--- config.mk ---
export PLATFORM = sky130hd
export DESIGN_NAME = i2c_ad7991_responder
export DESIGN_NICKNAME = d
export VERILOG_FILES = /design/src/rtl/i2c_ad7991_responder_pkg.sv /design/src/rtl/i2c_line_filter.sv /design/src/rtl/i2c_ad7991_responder.sv
export SDC_FILE = /design/constraint.sdc
export NUM_CORES = 1
export LEC_CHECK = 0
export BUFFER_PORTS_ARGS = -buffer_cell sky130_fd_sc_hd__buf_2
export CORE_MARGIN = 1.5
export CORE_UTILIZATION = 50
export CTS_CLUSTER_SIZE = 24
export DETAILED_ROUTE_END_ITERATION = 8
export PLACE_DENSITY = 0.82
export REMOVE_ABC_BUFFERS = 1
export SYNTH_ARGS = -nofsm -noshare
export SYNTH_HDL_FRONTEND = slang
export SYNTH_SLANG_ARGS = --single-unit
--- constraint.sdc ---
create_clock -name clk -period 3 [get_ports clk]
set_clock_uncertainty 0.15 [all_clocks]
set_input_delay 0.15 -clock clk [delete_from_list [all_inputs] [get_ports clk]]
set_output_delay 0.15 -clock clk [all_outputs]
set_load 0.02 [all_outputs]
--- src/rtl/i2c_ad7991_responder_pkg.sv ---
// Shared state encoding, reset configuration and read-word field layout
// for the AD7991-style I2C responder.
package i2c_ad7991_responder_pkg;

    typedef enum logic [2:0] {
        IDLE,
        ADDR,
        ADDR_ACK,
        WR_BYTE,
        WR_ACK,
        RD_BYTE,
        RD_ACK,
        IGNORE
    } state_t;

    localparam logic [7:0] DEFAULT_CFG  = 8'h10;
    localparam int         CFG_MASK_LSB = 4;
    localparam int         B0_CHAN_LSB  = 4;
    localparam int         B0_DATA_LSB  = 0;

    function automatic logic [7:0] make_byte0(input logic [1:0] chan, input logic [3:0] data_hi);
        logic [7:0] b;
        b = 8'h00;
        b[B0_CHAN_LSB +: 2] = chan;
        b[B0_DATA_LSB +: 4] = data_hi;
        return b;
    endfunction

    // Lowest enabled channel above prev (any channel when first), else wrap to the lowest enabled.
    function automatic logic [1:0] next_chan(input logic [3:0] en, input logic first, input logic [1:0] prev);
        logic [3:0] mask;
        logic [1:0] res;
        mask = (en == 4'd0) ? 4'b0001 : en;
        res  = 2'd0;
        for (int i = 3; i >= 0; i--) if (mask[i]) res = 2'(i);
        for (int i = 3; i >= 0; i--) if (mask[i] && (first || (2'(i) > prev))) res = 2'(i);
        return res;
    endfunction

endpackage

--- src/rtl/i2c_line_filter.sv ---
// Two-flop synchronizer plus FILT_LEN-sample glitch filter for one I2C line,
// with single-cycle edge strobes derived from the filtered level.
module i2c_line_filter #(
    parameter int FILT_LEN = 3
) (
    input  logic clk,
    input  logic rst,
    input  logic line_i,
    output logic level_o,
    output logic rise_o,
    output logic fall_o
);

    logic [1:0]          sync_q;
    logic [FILT_LEN-1:0] hist_q;
    logic                level_q;
    logic                prev_q;

    // The level only moves once FILT_LEN consecutive synchronized samples agree.
    always_ff @(posedge clk) begin
        if (rst) begin
            sync_q  <= 2'b11;
            hist_q  <= '1;
            level_q <= 1'b1;
            prev_q  <= 1'b1;
        end else begin
            sync_q <= {sync_q[0], line_i};
            hist_q <= {hist_q[FILT_LEN-2:0], sync_q[1]};
            if (&hist_q) begin
                level_q <= 1'b1;
            end else if (~|hist_q) begin
                level_q <= 1'b0;
            end
            prev_q <= level_q;
        end
    end

    assign level_o = level_q;
    assign rise_o  = level_q & ~prev_q;
    assign fall_o  = ~level_q & prev_q;

endmodule

--- src/rtl/i2c_ad7991_responder.sv ---
// I2C target emulating an AD7991: a one-byte write sets the config register,
// reads stream 2-byte conversion words cycling through the enabled channels.
module i2c_ad7991_responder
    import i2c_ad7991_responder_pkg::*;
#(
    parameter logic [6:0] DEV_ADDR = 7'h28,
    parameter int         FILT_LEN = 3
) (
    input  logic        clk,
    input  logic        rst,
    input  logic        scl_i,
    input  logic        sda_i,
    output logic        sda_oe,
    input  logic [11:0] ch0_data,
    input  logic [11:0] ch1_data,
    input  logic [11:0] ch2_data,
    input  logic [11:0] ch3_data,
    output logic [7:0]  cfg,
    output logic        cfg_wr,
    output logic        word_done
);

    logic scl_lvl, scl_rise, scl_fall;
    logic sda_lvl, sda_rise, sda_fall;

    i2c_line_filter #(.FILT_LEN(FILT_LEN)) u_scl_filt (
        .clk(clk), .rst(rst), .line_i(scl_i),
        .level_o(scl_lvl), .rise_o(scl_rise), .fall_o(scl_fall)
    );

    i2c_line_filter #(.FILT_LEN(FILT_LEN)) u_sda_filt (
        .clk(clk), .rst(rst), .line_i(sda_i),
        .level_o(sda_lvl), .rise_o(sda_rise), .fall_o(sda_fall)
    );

    state_t      state_q;
    logic [3:0]  bit_cnt_q;
    logic [7:0]  shift_q;
    logic [7:0]  tx_q;
    logic        rw_q, byte_sel_q, ack_q, first_q;
    logic [1:0]  chan_q;
    logic [7:0]  data_lo_q;
    logic        sda_oe_q, cfg_wr_q, word_done_q;
    logic [7:0]  cfg_q;

    logic        start_det, stop_det, load_d, new_word_d;
    logic [1:0]  chan_d;
    logic [11:0] data_d;
    logic [7:0]  tx_byte_d;

    assign start_det  = sda_fall & scl_lvl;
    assign stop_det   = sda_rise & scl_lvl;
    assign chan_d     = next_chan(cfg_q[CFG_MASK_LSB +: 4], first_q, chan_q);
    assign new_word_d = !((state_q == RD_ACK) && !byte_sel_q);
    assign load_d     = scl_fall && (((state_q == ADDR_ACK) && rw_q) || ((state_q == RD_ACK) && ack_q));

    always_comb begin
        data_d = ch0_data;
        case (chan_d)
            2'd1:    data_d = ch1_data;
            2'd2:    data_d = ch2_data;
            2'd3:    data_d = ch3_data;
            default: data_d = ch0_data;
        endcase
        tx_byte_d = new_word_d ? make_byte0(chan_d, data_d[11:8]) : data_lo_q;
    end

    // Bits are sampled on filtered SCL rise; SDA drive only changes right after a filtered SCL fall.
    always_ff @(posedge clk) begin
        if (rst) begin
            state_q     <= IDLE;
            bit_cnt_q   <= 4'd0;
            shift_q     <= 8'h00;
            tx_q        <= 8'h00;
            rw_q        <= 1'b0;
            byte_sel_q  <= 1'b0;
            ack_q       <= 1'b0;
            first_q     <= 1'b1;
            chan_q      <= 2'd0;
            data_lo_q   <= 8'h00;
            sda_oe_q    <= 1'b0;
            cfg_q       <= DEFAULT_CFG;
            cfg_wr_q    <= 1'b0;
            word_done_q <= 1'b0;
        end else begin
            cfg_wr_q    <= 1'b0;
            word_done_q <= 1'b0;
            if (stop_det) begin
                state_q  <= IDLE;
                sda_oe_q <= 1'b0;
                first_q  <= 1'b1;
            end else if (start_det) begin
                state_q   <= ADDR;
                sda_oe_q  <= 1'b0;
                bit_cnt_q <= 4'd0;
            end else begin
                case (state_q)
                    ADDR: begin
                        if (scl_rise && bit_cnt_q != 4'd8) begin
                            shift_q   <= {shift_q[6:0], sda_lvl};
                            bit_cnt_q <= bit_cnt_q + 4'd1;
                        end else if (scl_fall && bit_cnt_q == 4'd8) begin
                            bit_cnt_q <= 4'd0;
                            if (shift_q[7:1] == DEV_ADDR) begin
                                state_q  <= ADDR_ACK;
                                rw_q     <= shift_q[0];
                                sda_oe_q <= 1'b1;
                            end else begin
                                state_q  <= IGNORE;
                                sda_oe_q <= 1'b0;
                            end
                        end
                    end
                    ADDR_ACK: begin
                        if (scl_fall && !rw_q) begin
                            state_q   <= WR_BYTE;
                            sda_oe_q  <= 1'b0;
                            bit_cnt_q <= 4'd0;
                        end
                    end
                    WR_BYTE: begin
                        if (scl_rise && bit_cnt_q != 4'd8) begin
                            shift_q   <= {shift_q[6:0], sda_lvl};
                            bit_cnt_q <= bit_cnt_q + 4'd1;
                            if (bit_cnt_q == 4'd7) begin
                                cfg_q    <= {shift_q[6:0], sda_lvl};
                                cfg_wr_q <= 1'b1;
                                first_q  <= 1'b1;
                            end
                        end else if (scl_fall && bit_cnt_q == 4'd8) begin
                            state_q  <= WR_ACK;
                            sda_oe_q <= 1'b1;
                        end
                    end
                    WR_ACK: begin
                        if (scl_fall) begin
                            state_q   <= WR_BYTE;
                            sda_oe_q  <= 1'b0;
                            bit_cnt_q <= 4'd0;
                        end
                    end
                    RD_BYTE: begin
                        if (scl_fall) begin
                            if (bit_cnt_q == 4'd8) begin
                                state_q  <= RD_ACK;
                                sda_oe_q <= 1'b0;
                            end else begin
                                sda_oe_q  <= ~tx_q[7];
                                tx_q      <= {tx_q[6:0], 1'b0};
                                bit_cnt_q <= bit_cnt_q + 4'd1;
                            end
                        end
                    end
                    RD_ACK: begin
                        if (scl_rise) begin
                            ack_q       <= ~sda_lvl;
                            word_done_q <= byte_sel_q;
                        end else if (scl_fall && !ack_q) begin
                            state_q  <= IGNORE;
                            sda_oe_q <= 1'b0;
                        end
                    end
                    default: begin
                    end
                endcase

                if (load_d) begin
                    state_q    <= RD_BYTE;
                    sda_oe_q   <= ~tx_byte_d[7];
                    tx_q       <= {tx_byte_d[6:0], 1'b0};
                    bit_cnt_q  <= 4'd1;
                    byte_sel_q <= !new_word_d;
                    if (new_word_d) begin
                        chan_q    <= chan_d;
                        first_q   <= 1'b0;
                        data_lo_q <= data_d[7:0];
                    end
                end
            end
        end
    end

    assign sda_oe    = sda_oe_q;
    assign cfg       = cfg_q;
    assign cfg_wr    = cfg_wr_q;
    assign word_done = word_done_q;

endmodule

== After elaboration in Yosys (flattened, before gate mapping) ==
Cells that the tools add are included.

* Register bits: 62
* Bits of input ports: 52
* Output and inout port bits: 11
* Word-level logic and storage cells: 204

* Add/subtract/negate cells: 1
* Order comparisons: 4
* Eq/ne operators: 47
* Muxes and demuxes: 58
* Bitwise operators: 19
* Reduce and logical (&&, ||, !) cells: 51

{| class="wikitable"
|+ Operators by type and width
! operator !! count
|-
| $ne 4x4->1 const B || 11
|-
| $mux 4 || 10
|-
| $mux 8 || 5
|-
| $mux 3 || 12
|-
| $pmux 12 s3 || 1
|-
| $reduce_and 11->1 || 3
|-
| $ne 3x3->1 const B || 8
|-
| $pmux 4 s5 || 1
|-
| $mux 1 || 19
|-
| $ne 2x2->1 const B || 9
|-
| $pmux 3 s6 || 1
|-
| $mux 2 || 8
|-
| $reduce_bool 7->1 || 2
|-
| $not 1->1 || 13
|-
| $logic_and 1x1->1 || 12
|-
| $reduce_and 4->1 || 3
|-
| $reduce_and 10->1 || 1
|-
| $reduce_and 5->1 || 2
|-
| $reduce_or 5->1 || 2
|-
| $eq 3x3->1 const B || 3
|-
| $reduce_and 3->1 || 3
|-
| $reduce_or 3->1 || 3
|-
| $ne 4x3->1 const B || 2
|-
| $reduce_and 8->1 || 1
|-
| other kinds (24) || 45
|}

== Logic depth before layout (Yosys ltp) ==
Gate-level depths: netlist (run 1).

* Depth in word-level cells: 15
* Depth in mapped cells: 9
* Gate-level depth less buffers: 8

== By module ==
Synthesis (run 1) repeated with hierarchy kept, for this count alone.

* Cell total of the unflattened synthesis: 386
* Area total of the unflattened synthesis: 3315.7 µm²

{| class="wikitable"
|+ By module, submodules not included
! module !! instances !! cells each !! area each (µm²) !! sequential area each (µm²)
|-
| i2c_ad7991_responder || 1 || 348 || 2895.3 || 940.9
|-
| i2c_line_filter || 2 || 19 || 210.2 || 140.1
|}

== Worst setup path after synthesis (run 1) ==
OpenSTA, ideal clock, no wires.

* Path kind: register to register
* From: register cfg_q[6], in the netlist cfg[6]
* To: register data_lo_q[0]
* Library setup time: 122 ps
* Arrival: 1896 ps
* Required time: 2728 ps
* Setup slack: 832 ps
* Stages on the path, launching flop included: 8
* Path buffers: 1
* Period minus slack after synthesis: 2168 ps
* Cells stage by stage: dfxtp_1 nand2b_1 a21oi_1 o21a_4 or2_1 buf_6 mux2_4 a221o_1

* Word-level cells in the longest chain between the ends: 12
* Elaborated cells between the ends (all ways): 18
* Classes of those cells: 3 x eq/ne; 10 x mux; 5 x reduce/logical

{| class="wikitable"
|+ Ends and longest elaborated chain
! element !! RTL line !! RTL
|-
| from (decl) || i2c_ad7991_responder.sv:44 || <nowiki>logic [7:0] cfg_q;</nowiki>
|-
| from (signal assigned) || i2c_ad7991_responder.sv:126 || <nowiki>cfg_q <= {shift_q[6:0], sda_lvl};</nowiki>
|-
| $logic_not 4->1 || i2c_ad7991_responder_pkg.sv:33 || <nowiki>mask = (en == 4'd0) ? 4'b0001 : en;</nowiki>
|-
| $mux 4 * || i2c_ad7991_responder_pkg.sv:33 ||
|-
| $mux 2 (4 in series) || i2c_ad7991_responder_pkg.sv:35 || <nowiki>for (int i = 3; i >= 0; i--) if (mask[i]) res = 2'(i);</nowiki>
|-
| $mux 2 (3 in series) || i2c_ad7991_responder_pkg.sv:36 || <nowiki>for (int i = 3; i >= 0; i--) if (mask[i] && (first || (2'(i) > prev))) res = 2'(i);</nowiki>
|-
| $mux 2 * || i2c_ad7991_responder_pkg.sv:36 ||
|-
| $eq 2x2->1 or $eq 2x1->1 (tied branches) || i2c_ad7991_responder.sv:59 || <nowiki>case (chan_d)</nowiki>
|-
| $pmux 12 s3 * || i2c_ad7991_responder.sv:59 ||
|-
| to (signal assigned) || i2c_ad7991_responder.sv:176 || <nowiki>data_lo_q <= data_d[7:0];</nowiki>
|-
| to (decl) || i2c_ad7991_responder.sv:42 || <nowiki>logic [7:0] data_lo_q;</nowiki>
|}

Every way passes the cells marked *; elsewhere a longest branch is shown, timed or not.
A chain may end at the register's enable or synchronous reset.

== Worst setup path in the final report (run 1) ==
* From: register first_q
* To: register data_lo_q[1]

* Word-level cells in the longest chain between the ends: 8
* Elaborated cells between the ends (all ways): 16
* Classes of those cells: 3 x eq/ne; 5 x mux; 8 x reduce/logical

{| class="wikitable"
|+ Ends and longest elaborated chain
! element !! RTL line !! RTL
|-
| from (decl) || i2c_ad7991_responder.sv:40 || <nowiki>logic rw_q, byte_sel_q, ack_q, first_q;</nowiki>
|-
| from (signal assigned) || i2c_ad7991_responder.sv:78 || <nowiki>first_q <= 1'b1;</nowiki>
|-
| from (signal assigned) || i2c_ad7991_responder.sv:91 || <nowiki>first_q <= 1'b1;</nowiki>
|-
| from (signal assigned) || i2c_ad7991_responder.sv:128 || <nowiki>first_q <= 1'b1;</nowiki>
|-
| $logic_or 1x1->1 || i2c_ad7991_responder_pkg.sv:36 ||
|-
| $logic_and 1x1->1 || i2c_ad7991_responder_pkg.sv:36 ||
|-
| $mux 2 (3 in series) || i2c_ad7991_responder_pkg.sv:36 ||
|-
| $mux 2 * || i2c_ad7991_responder_pkg.sv:36 ||
|-
| $eq 2x2->1 or $eq 2x1->1 (tied branches) || i2c_ad7991_responder.sv:59 ||
|-
| $pmux 12 s3 * || i2c_ad7991_responder.sv:59 ||
|}

Marks and branches as above.

==> results.sh, run 1 <==
export IMPL_synth_mux_area_share_pct=9.12
export IMPL_synth_seq_cells=61
export IMPL_yosysWarnings=0
export IMPL_relSlewSlack_pct=65.4
export IMPL_diodes=0
export IMPL_synth_compound_area_share_pct=24.3
export IMPL_h_tree_depth=3
export IMPL_pin_count=63
export IMPL_final_cell_mix="buf_2, dfxtp_1, nor2_1, a21oi_1"
export IMPL_cts_sinks=61
export IMPL_hold_viol=0
export IMPL_fin_crit_sh_pct=96.1
export IMPL_hold_path_class="in2reg"
export IMPL_fin_nets=496
export IMPL_final_max_slew_viol_count=0
export IMPL_antenna_left=0
export IMPL_cts_tree="yes"
export IMPL_worstSkewPairLatency_ns=0.34
export IMPL_powerDensity_nw_per_um2=410
export IMPL_grt_setup_unrepaired="false"
export IMPL_grt_pass1_wl_um=13100
export IMPL_synthArstFlopShare_pct=0
export IMPL_worstMarginPinSlew_ns=0.518
export IMPL_synth_flop_cell="dfxtp_1"
export IMPL_drive_gt1_share_pct=27.8
export IMPL_grtUsageTotal_pct=22.9
export IMPL_critPathRequiredTime_ns=3.08
export IMPL_grt_overflow_total=0
export IMPL_dieHeight_um=84.2
export IMPL_io_buffers=62
export IMPL_critPathMaxFanout=14
export IMPL_antenna_found_initial=0
export IMPL_p_leak_uw=0.00159
export IMPL_fin_setup_tns_ns=0
export IMPL_vias=3013
export IMPL_reg2regPathDepth=7
export IMPL_status="finished, final reports clean"
export IMPL_dr_pass1_iters=5
export IMPL_die_w_um=84.2
export IMPL_place_ws_ns=0.556
export IMPL_ys_seq_area_share_pct=37.1
export IMPL_hold_depth=3
export IMPL_syn_inst=375
export IMPL_drc=0
export IMPL_synth_avg_cell_area_um2=8.79
export IMPL_grt_start_max_net_pins=39
export IMPL_dieArea_um2=7080
export IMPL_min_period_ns=2.88
export IMPL_yosysUniqueCellTypes=69
export IMPL_setup_violations=0
export IMPL_initial_core_util_pct=51.9
export IMPL_max_freq_ghz=0.347
export IMPL_layout_setup_ws_ns=0.118
export IMPL_cts_buffers=9
export IMPL_synth_edf_count=0
export IMPL_core_um2=6350
export IMPL_startpoint_type="flop"
export IMPL_yosys_area_top_type_share_pct=37.1
export IMPL_cts_path_max_buffers=2
export IMPL_crit_type="reg2reg"
export IMPL_synth_top_family_by_area="compound AO/OA/AOI/OAI gates"
export IMPL_area_delta_synth_final_pct=19.8
export IMPL_routedWlPerCell_um=14.8
export IMPL_clock_root_buffer="clkbuf_8"
export IMPL_wl_um=7720
export IMPL_mostFrequentLayoutCell="buf_2"
export IMPL_viasPerCell=5.76
export IMPL_synthSimpleGateAreaFrac_pct=23.8
export IMPL_placementRows=29
export IMPL_synth_fa_ha_area_share_pct=1.06
export IMPL_drt_iter0_drc=248
export IMPL_max_cap_violations=0
export IMPL_netlist_area_um2=3290
export IMPL_grt_pass1_vias=2846
export IMPL_path_clk_slew_ns=0.06
export IMPL_nFillCells=519
export IMPL_cp_end_kind="flop"
export IMPL_gp_congestion=0.901
export IMPL_hpwlAfterDp_um=5670
export IMPL_synth_area_top_cells="dfxtp_1, mux2i_1, a21oi_1"
export IMPL_synth_xor_area_share_pct=0.532
export IMPL_arrival_ns=2.96
export IMPL_power_total_uw=1620
export IMPL_synth_top_area_cell="dfxtp_1"
export IMPL_ir_drop_mv=0.293
[timing repair]
item                       CTS  global route
setup buffers                0             0
hold endpoints to repair     7             0
gates resized for setup      0             1
hold buffers                 9             0
setup endpoints to repair    0             2
[cells in the mapped netlist (3+ instances only)]
cell	number
o211ai_1	11
o22ai_1	3
and3_1	4
o21ai_0	10
nor2_1	38
a31oi_1	4
a21oi_1	29
buf_2	4
a211o_1	6
o21a_1	4
nand3_1	20
mux2_4	8
a221o_1	9
nand2b_1	6
dfxtp_1	61
mux2i_1	18
or2_2	14
clkbuf_1	16
a311oi_1	3
a211oi_1	4
inv_1	9
or3_1	3
nor2b_1	8
nand2_1	20
nor3_1	7
[logic make-up (layout without fill, tap and decap cells)]
| group | count (synthesis) | count (layout) |
|---|---|---|
| and+or+nand+nor | 144 | 144 |
| AOI/OAI and AO/OA | 107 | 107 |
| DFF | 61 | 61 |
| buffers and inverters | 32 | 103 |
| muxes | 26 | 26 |
| adders and majority gates | 3 | 3 |
| xor gates and xnor gates | 2 | 2 |
[state kept, by name, summed over array words and instances (netlist names), 2 cells and up]
| signal | count |
|---|---|
| cfg | 8 |
| data_lo_q | 8 |
| shift_q | 8 |
| tx_q | 7 |
| bit_cnt_q | 4 |
| state_q | 3 |
| u_scl_filt.hist_q | 3 |
| u_sda_filt.hist_q | 3 |
| chan_q | 2 |
| u_scl_filt.sync_q | 2 |
| u_sda_filt.sync_q | 2 |
[routing by layer]
layer	up-vias	track usage (%)	share of wire, %
met1	1365	28.8	44
met2	121	37.7	48
li1	1513	-	-
met3	14	5.70	6.1
met5	-	0	0
met4	0	8.79	2.0
[power breakdown]
group	switching, uW	leakage, uW	internal (uW)
Combinational	32.9	0.000992	47.2
Clock	303	0.000101	421
Sequential	1.58	0.000493	814
Total	338	0.00159	1280
[area by class of cell]
| type | count | area [um^2] | share of cell area [%] |
|---|---|---|---|
| clock buffers | 11 | 151 | 3.84 |
| clock inverters | 4 | 47.5 | 1.20 |
| inverters | 9 | 33.8 | 0.856 |
| multi-input cells | 282 | 1940 | 49.1 |
| flip-flops and latches | 61 | 1220 | 30.9 |
| well taps | 77 | 96.3 | 2.44 |
| repair buffers | 79 | 460 | 11.7 |
[stage by stage]
step	utilization (%)	hold slack [ns]	instances	cell area (um^2)
detailed placement	57.6	0.186	499	3660
global placement	57.6	0.184	499	3660
floorplan	-	0.0691	352	3190
global route	62.2	0.00470	523	3950
CTS	62.2	0.00174	523	3950
finish	62.2	0.0140	523	3950
[path summary, 6_finish.rpt]
| kind | to | start | slack, ns |
|---|---|---|---|
| setup / recovery | data_lo_q[1]$_SDFFE_PP0P_ | first_q$_SDFFE_PP1N_ | 0.12 |
| setup reg to reg | data_lo_q[1]$_SDFFE_PP0P_ | first_q$_SDFFE_PP1N_ | 0.12 |
| hold / removal | data_lo_q[7]$_SDFFE_PP0P_ | ch2_data[7] | 0.01 |
| hold reg to reg | u_scl_filt.sync_q[1]$_SDFF_PP1_ | u_scl_filt.sync_q[0]$_SDFF_PP1_ | 0.26 |
[worst max-delay path, cell delays in order, from the launching register on]
cell           delay (ns)
dfxtp_1              0.39
nand3b_4             0.19
and2_4               0.17
o21a_4               0.26
or2_2                0.41
mux2_4               0.32
dlygate4sd3_1        0.56
a221o_1              0.31
No activity file was read; power rests on OpenSTA's default activity.
==> inputs of run 2 (changes only) <==
--- a/config.mk
+++ b/config.mk
@@ -7,10 +7,10 @@
 export LEC_CHECK = 0
 export BUFFER_PORTS_ARGS = -buffer_cell sky130_fd_sc_hd__buf_2
 export CORE_MARGIN = 1.5
-export CORE_UTILIZATION = 50
+export CORE_UTILIZATION = 40
 export CTS_CLUSTER_SIZE = 24
 export DETAILED_ROUTE_END_ITERATION = 8
-export PLACE_DENSITY = 0.82
+export PLACE_DENSITY = 0.7
 export REMOVE_ABC_BUFFERS = 1
 export SYNTH_ARGS = -nofsm -noshare
 export SYNTH_HDL_FRONTEND = slang
==> run 2 against run 1 <==
Die area up 24%. Register-to-register slack better by 0.37 ns. Sequential power about the same. Largest cell class unchanged.
==> results.sh, run 2 (synthesized netlist as in run 1, its figures left out) <==
export IMPL_met2_wirelength_um=3680
export IMPL_antenna_found_initial=0
export IMPL_initial_core_util_pct=42.0
export IMPL_placed_cells=525
export IMPL_dieArea_um2=8790
export IMPL_hpwlAfterDp_um=5970
export IMPL_path_clk_slew_ns=0.07
export IMPL_final_cell_mix="buf_2, dfxtp_1, nor2_1, a21oi_1"
export IMPL_min_period_ns=2.52
export IMPL_worstMarginPinSlew_ns=0.612
export IMPL_gp_congestion=0.904
export IMPL_fin_crit_sh_pct=83.9
export IMPL_crit_type="reg2reg"
export IMPL_viasPerCell=5.63
export IMPL_route_met3_wl_um=532
export IMPL_cts_sinks=61
export IMPL_drt_iter0_drc=179
export IMPL_cts_buffers=9
export IMPL_cts_path_max_buffers=2
export IMPL_grt_overflow_total=0
export IMPL_placementRows=32
export IMPL_max_cap_violations=0
export IMPL_r2r_setup_slack_ns=0.48
export IMPL_place_area_um2=3700
export IMPL_fin_nets=493
export IMPL_dr_pass1_iters=5
export IMPL_power_total_uw=1620
export IMPL_final_max_slew_viol_count=0
export IMPL_top_layer_used="met4"
export IMPL_startpoint_type="flop"
export IMPL_routedWlPerCell_um=15.0
export IMPL_grt_setup_unrepaired="false"
export IMPL_relSlewSlack_pct=59.2
export IMPL_whs_ns=0.0177
export IMPL_nFillCells=778
export IMPL_hold_viol=0
export IMPL_drive_gt1_share_pct=28.0
export IMPL_io_buffers=62
export IMPL_finalInstanceArea_um2=3950
export IMPL_area_delta_synth_final_pct=19.8
export IMPL_core_um2=7850
export IMPL_drc=0
export IMPL_vias=3070
export IMPL_max_freq_ghz=0.398
export IMPL_fin_setup_tns_ns=0
export IMPL_setup_violations=0
export IMPL_worstSkewPairLatency_ns=0.34
export IMPL_status="finished, final reports clean"
export IMPL_die_w_um=93.8
export IMPL_wl_um=8170
export IMPL_grt_pass1_vias=3013
export IMPL_finalNonFillerCells=545
export IMPL_clock_root_buffer="clkbuf_8"
export IMPL_grtUsageTotal_pct=19.9
export IMPL_diodes=0
export IMPL_m1WireLength_um=3760
export IMPL_cts_tree="yes"
export IMPL_p_leak_uw=0.00157
export IMPL_grt_pass1_wl_um=13900
export IMPL_dieHeight_um=93.8
export IMPL_grt_start_max_net_pins=35
export IMPL_antenna_left=0
export IMPL_critPathMaxFanout=14
export IMPL_mostFrequentLayoutCell="buf_2"
export IMPL_ir_drop_mv=0.203
export IMPL_critPathRequiredTime_ns=3.13
export IMPL_pin_count=63
export IMPL_arrival_ns=2.65
export IMPL_powerDensity_nw_per_um2=412
export IMPL_cp_end_kind="flop"
export IMPL_hold_path_class="in2reg"
export IMPL_h_tree_depth=3
run 2: critical path: stages, from the launching register on:
cell and delay [ns]:
dfxtp_1 0.64, nand2b_2 0.19, nor3_4 0.46, nand2_2 0.18, or3_1 0.52, a21oi_1 0.20, a221o_1 0.13
run 2: worst paths after layout:
kind,start,cells past startpoint,to
setup / recovery,state_q[1]$_SDFFE_PP0P_,6,data_lo_q[5]$_SDFFE_PP0P_
hold / removal,ch2_data[1],3,data_lo_q[1]$_SDFFE_PP0P_
setup reg to reg,state_q[1]$_SDFFE_PP0P_,6,data_lo_q[5]$_SDFFE_PP0P_
hold reg to reg,u_scl_filt.sync_q[1]$_SDFF_PP1_,1,u_scl_filt.hist_q[0]$_SDFF_PP1_
run 2: final cells by class:
type | instances | area [um^2] | share of cell area (%)
Clock buffer | 11 | 151 | 3.84
Tap cell | 102 | 128 | 3.23
Clock inverter | 4 | 47.5 | 1.20
Sequential cell | 61 | 1220 | 30.9
Timing Repair Buffer | 76 | 428 | 10.8
Multi-Input combinational cell | 282 | 1940 | 49.1
Inverter | 9 | 33.8 | 0.856
run 2: per-stage QoR:
step | utilization [%] | setup slack [ns]
global placement | 47.1 | 0.595
finish | 50.3 | 0.484
global route | 50.3 | 0.253
floorplan | - | 0.175
CTS | 50.3 | 0.500
detailed placement | 47.1 | 0.521
run 2: where the power goes:
part           internal [uW]  switching (uW)  leakage (uW)  total (uW)
combinational           43.8            32.4      0.000980        76.2
clock                    421             312      0.000101         733
sequential               814            1.47      0.000493         815
run 2: timing repair:
item / 4_1_cts / 5_1_grt
setup buffers: 0 / 0
hold buffers: 5 / 0
resized for setup: 0 / 0
hold endpoints to repair: 4 / 0
run 2: routing by layer:
metal | vias to the layer above | GRT usage, %
met4 | 0 | 7.46
met2 | 126 | 31.7
met3 | 17 | 5.42
met1 | 1414 | 25.5
met5 | - | 0
li1 | 1513 | -
==> inputs of run 3 (changes only) <==
--- a/config.mk
+++ b/config.mk
@@ -5,12 +5,13 @@
 export SDC_FILE = /design/constraint.sdc
 export NUM_CORES = 1
 export LEC_CHECK = 0
+export ABC_AREA = 1
 export BUFFER_PORTS_ARGS = -buffer_cell sky130_fd_sc_hd__buf_2
 export CORE_MARGIN = 1.5
 export CORE_UTILIZATION = 40
 export CTS_CLUSTER_SIZE = 24
 export DETAILED_ROUTE_END_ITERATION = 8
-export PLACE_DENSITY = 0.7
+export PLACE_DENSITY = 0.72
 export REMOVE_ABC_BUFFERS = 1
 export SYNTH_ARGS = -nofsm -noshare
 export SYNTH_HDL_FRONTEND = slang
==> constraint.sdc (replaced) <==
create_clock -name clk -period 2 [get_ports clk]
set_clock_uncertainty 0.15 [all_clocks]
set_input_delay 0.1 -clock clk [delete_from_list [all_inputs] [get_ports clk]]
set_output_delay 0.1 -clock clk [all_outputs]
set_load 0.02 [all_outputs]
==> run 3 against run 2 <==
Wire length fell by 2.1%. Via count is 10% higher. Final cell count rose by 29%. Sequential power increased by 68%. Cell area grew 6.5%. Setup slack worse by 0.34 ns. Largest cell class unchanged. Highest routed layer unchanged.
==> results.sh, run 3 <==
export IMPL_antenna_left=0
export IMPL_grt_start_max_net_pins=32
export IMPL_relSlewSlack_pct=75.1
export IMPL_netlist_area_um2=3230
export IMPL_placed_cells=661
export IMPL_synth_edf_count=0
export IMPL_cellInternalPower_uw=2280
export IMPL_hold_depth=5
export IMPL_regToRegEndpoint="cfg[5]$_SDFFE_PP0P_"
export IMPL_min_period_ns=1.86
export IMPL_fin_crit_sh_pct=92.9
export IMPL_diodes=0
export IMPL_dr_pass1_iters=5
export IMPL_synth_area_top_cells="dfxtp_1, nand2_1, nand3_1"
export IMPL_io_buffers=62
export IMPL_drive_gt1_share_pct=24.2
export IMPL_final_cell_mix="nand2_1, buf_2, inv_1, nand3_1, dfxtp_1"
export IMPL_initial_core_util_pct=41.6
export IMPL_viasPerCell=4.82
export IMPL_synth_flop_cell="dfxtp_1"
export IMPL_drt_iter0_drc=147
export IMPL_grtUsageTotal_pct=19.8
export IMPL_cts_tree="yes"
export IMPL_r2r_setup_slack_ns=0.14
export IMPL_synthArstFlopShare_pct=0
export IMPL_cts_buffers=9
export IMPL_finalInstanceArea_um2=4200
export IMPL_finalNonFillerCells=701
export IMPL_critPathRequiredTime_ns=2.09
export IMPL_place_area_um2=3710
export IMPL_final_max_slew_viol_count=0
export IMPL_hpwlAfterDp_um=5760
export IMPL_p_leak_uw=0.00208
export IMPL_ys_seq_area_share_pct=37.8
export IMPL_p_comb_share_pct=29.9
export IMPL_grt_pass1_wl_um=13700
export IMPL_vias=3381
export IMPL_hold_path_end="tx_q[3]$_SDFFE_PP0P_"
export IMPL_synth_avg_cell_area_um2=6.50
export IMPL_synth_top_area_cell="dfxtp_1"
export IMPL_ir_drop_mv=0.442
export IMPL_antenna_found_initial=0
export IMPL_grt_setup_unrepaired="false"
export IMPL_arrival_ns=1.94
export IMPL_cts_path_max_buffers=2
export IMPL_timing_rr_start="bit_cnt_q[0]$_SDFFE_PP0P_"
export IMPL_gp_congestion=0.885
export IMPL_p_switching_uw=1240
export IMPL_wl_um=8000
export IMPL_die_w_um=92.9
export IMPL_routedWlPerCell_um=11.4
export IMPL_pin_count=63
export IMPL_hold_start="ch3_data[10]"
export IMPL_fin_nets=648
export IMPL_startpoint_type="flop"
export IMPL_yosysMostFrequentCell="nand2_1"
export IMPL_mostFrequentLayoutCell="nand2_1"
export IMPL_max_cap_violations=0
export IMPL_clock_root_buffer="clkbuf_8"
export IMPL_powerDensity_nw_per_um2=837
export IMPL_status="finished, final reports clean"
export IMPL_nFillCells=751
export IMPL_core_um2=7770
export IMPL_cp_end_kind="flop"
export IMPL_crit_type="reg2reg"
export IMPL_dieHeight_um=92.9
export IMPL_area_delta_synth_final_pct=30.1
export IMPL_synth_common_cells="nand2_1, dfxtp_1, inv_1, nand3_1, o21ai_0"
export IMPL_grt_pass1_vias=3165
export IMPL_grt_overflow_total=0
export IMPL_h_tree_depth=3
export IMPL_clockPowerShare_pct=31.1
export IMPL_synth_seq_cells=61
export IMPL_worstSkewPairLatency_ns=0.35
export IMPL_cts_sinks=61
export IMPL_power_total_uw=3520
export IMPL_placementRows=32
export IMPL_postLayoutCoreUtil_pct=54.1
export IMPL_yosysWarnings=0
export IMPL_drc=0
export IMPL_critPathMaxFanout=6
export IMPL_dieArea_um2=8620
export IMPL_hold_path_class="in2reg"
export IMPL_pwr_share_seq_pct=39.1
export IMPL_setup_violations=0
export IMPL_path_clk_slew_ns=0.08
export IMPL_max_freq_ghz=0.538
export IMPL_syn_inst=497
export IMPL_worstMarginPinSlew_ns=0.369
export IMPL_yosys_area_top_type_share_pct=37.8
export IMPL_yosysUniqueCellTypes=32
export IMPL_reg2regPathDepth=12
export IMPL_hold_viol=0
export IMPL_switching_share_pct=35.3
==> run 3: changes by cell type in the layout (fill, tap and decap cells not counted), sizes merged, moves of 8 or more <==
cell,before,now
a221o,9,0
inv,9,65
mux2,8,0
nand3,20,56
nor2b,9,0
dlygate4sd3,5,19
a21oi,29,38
buf,71,85
o21ai,11,53
o211ai,12,4
nand2,21,122
mux2i,18,0
==> run 3: worst max-delay path by stage <==
stage	start	endpoint	slack, ns	depth (start not counted)
4_1_cts	bit_cnt_q[1]$_SDFFE_PP0P_	cfg[2]$_SDFFE_PP0P_	0.04	12
6_report	bit_cnt_q[0]$_SDFFE_PP0P_	cfg[5]$_SDFFE_PP0P_	0.14	12
3_3_place_gp	bit_cnt_q[1]$_SDFFE_PP0P_	shift_q[2]$_SDFFE_PP0P_	0.12	11
3_5_place_dp	bit_cnt_q[1]$_SDFFE_PP0P_	cfg[2]$_SDFFE_PP0P_	0.05	12
5_1_grt	state_q[0]$_SDFFE_PP0P_	bit_cnt_q[1]$_SDFFE_PP0P_	0.009	12
2_1_floorplan	cfg[5]$_SDFFE_PP0P_	tx_q[1]$_SDFFE_PP0P_	-0.35	9
==> run 3: power groups by stage <==
stage / Clock (uW) / Combinational, uW / Sequential, uW
after floorplan: 0 / 683 / 1390
after global placement: 0 / 969 / 1390
after detailed placement: 0 / 965 / 1390
after CTS: 1120 / 997 / 1360
after global routing: 1170 / 1200 / 1380
final: 1090 / 1050 / 1370
==> run 3: logic make-up after synthesis <==
group           after synthesis  share of synthesized area (%)
simple gates                243                           33.4
compound gates              101                           16.6
fa+ha+maj                     2                          0.774
flops                        61                           37.8
buf+inv                      88                           10.9
xor+xnor                      2                          0.542
==> run 3: worst max-delay path, cell delays in order (launching register included) <==
cell	delay, ns
dfxtp_2	0.33
inv_1	0.05
ha_2	0.17
nand2_2	0.08
nor2_4	0.05
inv_2	0.09
nand2_4	0.07
inv_2	0.05
nand4_1	0.19
nor2_4	0.21
buf_6	0.13
buf_4	0.10
a21oi_1	0.06
==> run 3: stage by stage <==
| step | hold WS (ns) | TNS, ns | setup slack [ns] |
|---|---|---|---|
| 3_5_place_dp | 0.136 | 0 | 0.0497 |
| 5_1_grt | 0.0390 | 0 | 0.00852 |
| 3_3_place_gp | 0.132 | 0 | 0.118 |
| 2_1_floorplan | 0.0191 | -3.94 | -0.355 |
| 4_1_cts | 0.000704 | 0 | 0.0393 |
| 6_report | 0.0130 | 0 | 0.142 |
==> run 3: layout make-up <==
type	instances	area, um^2	share of cell area, %
clock buffers	9	124	2.95
clock inverters	7	76.3	1.82
repair buffers	104	684	16.3
multi-input cells	348	1700	40.4
well taps	102	128	3.04
inverters	70	263	6.25
flip-flops and latches	61	1230	29.3
==> run 3: layer usage <==
layer,up-vias,part of all wire [%],global-route usage [%]
met3,19,5.2,4.60
met1,1459,45,23.8
met2,100,48,33.8
met5,-,0,0
li1,1803,-,-
met4,0,1.8,8.33
==> run 3: repair_timing <==
| item | in CTS | in global routing |
|---|---|---|
| endpoints found under the hold margin | 13 | 0 |
| buffers inserted | 0 | 5 |
| gates resized for setup | 0 | 27 |
| setup endpoints to repair | 0 | 39 |
| hold buffers | 19 | 0 |
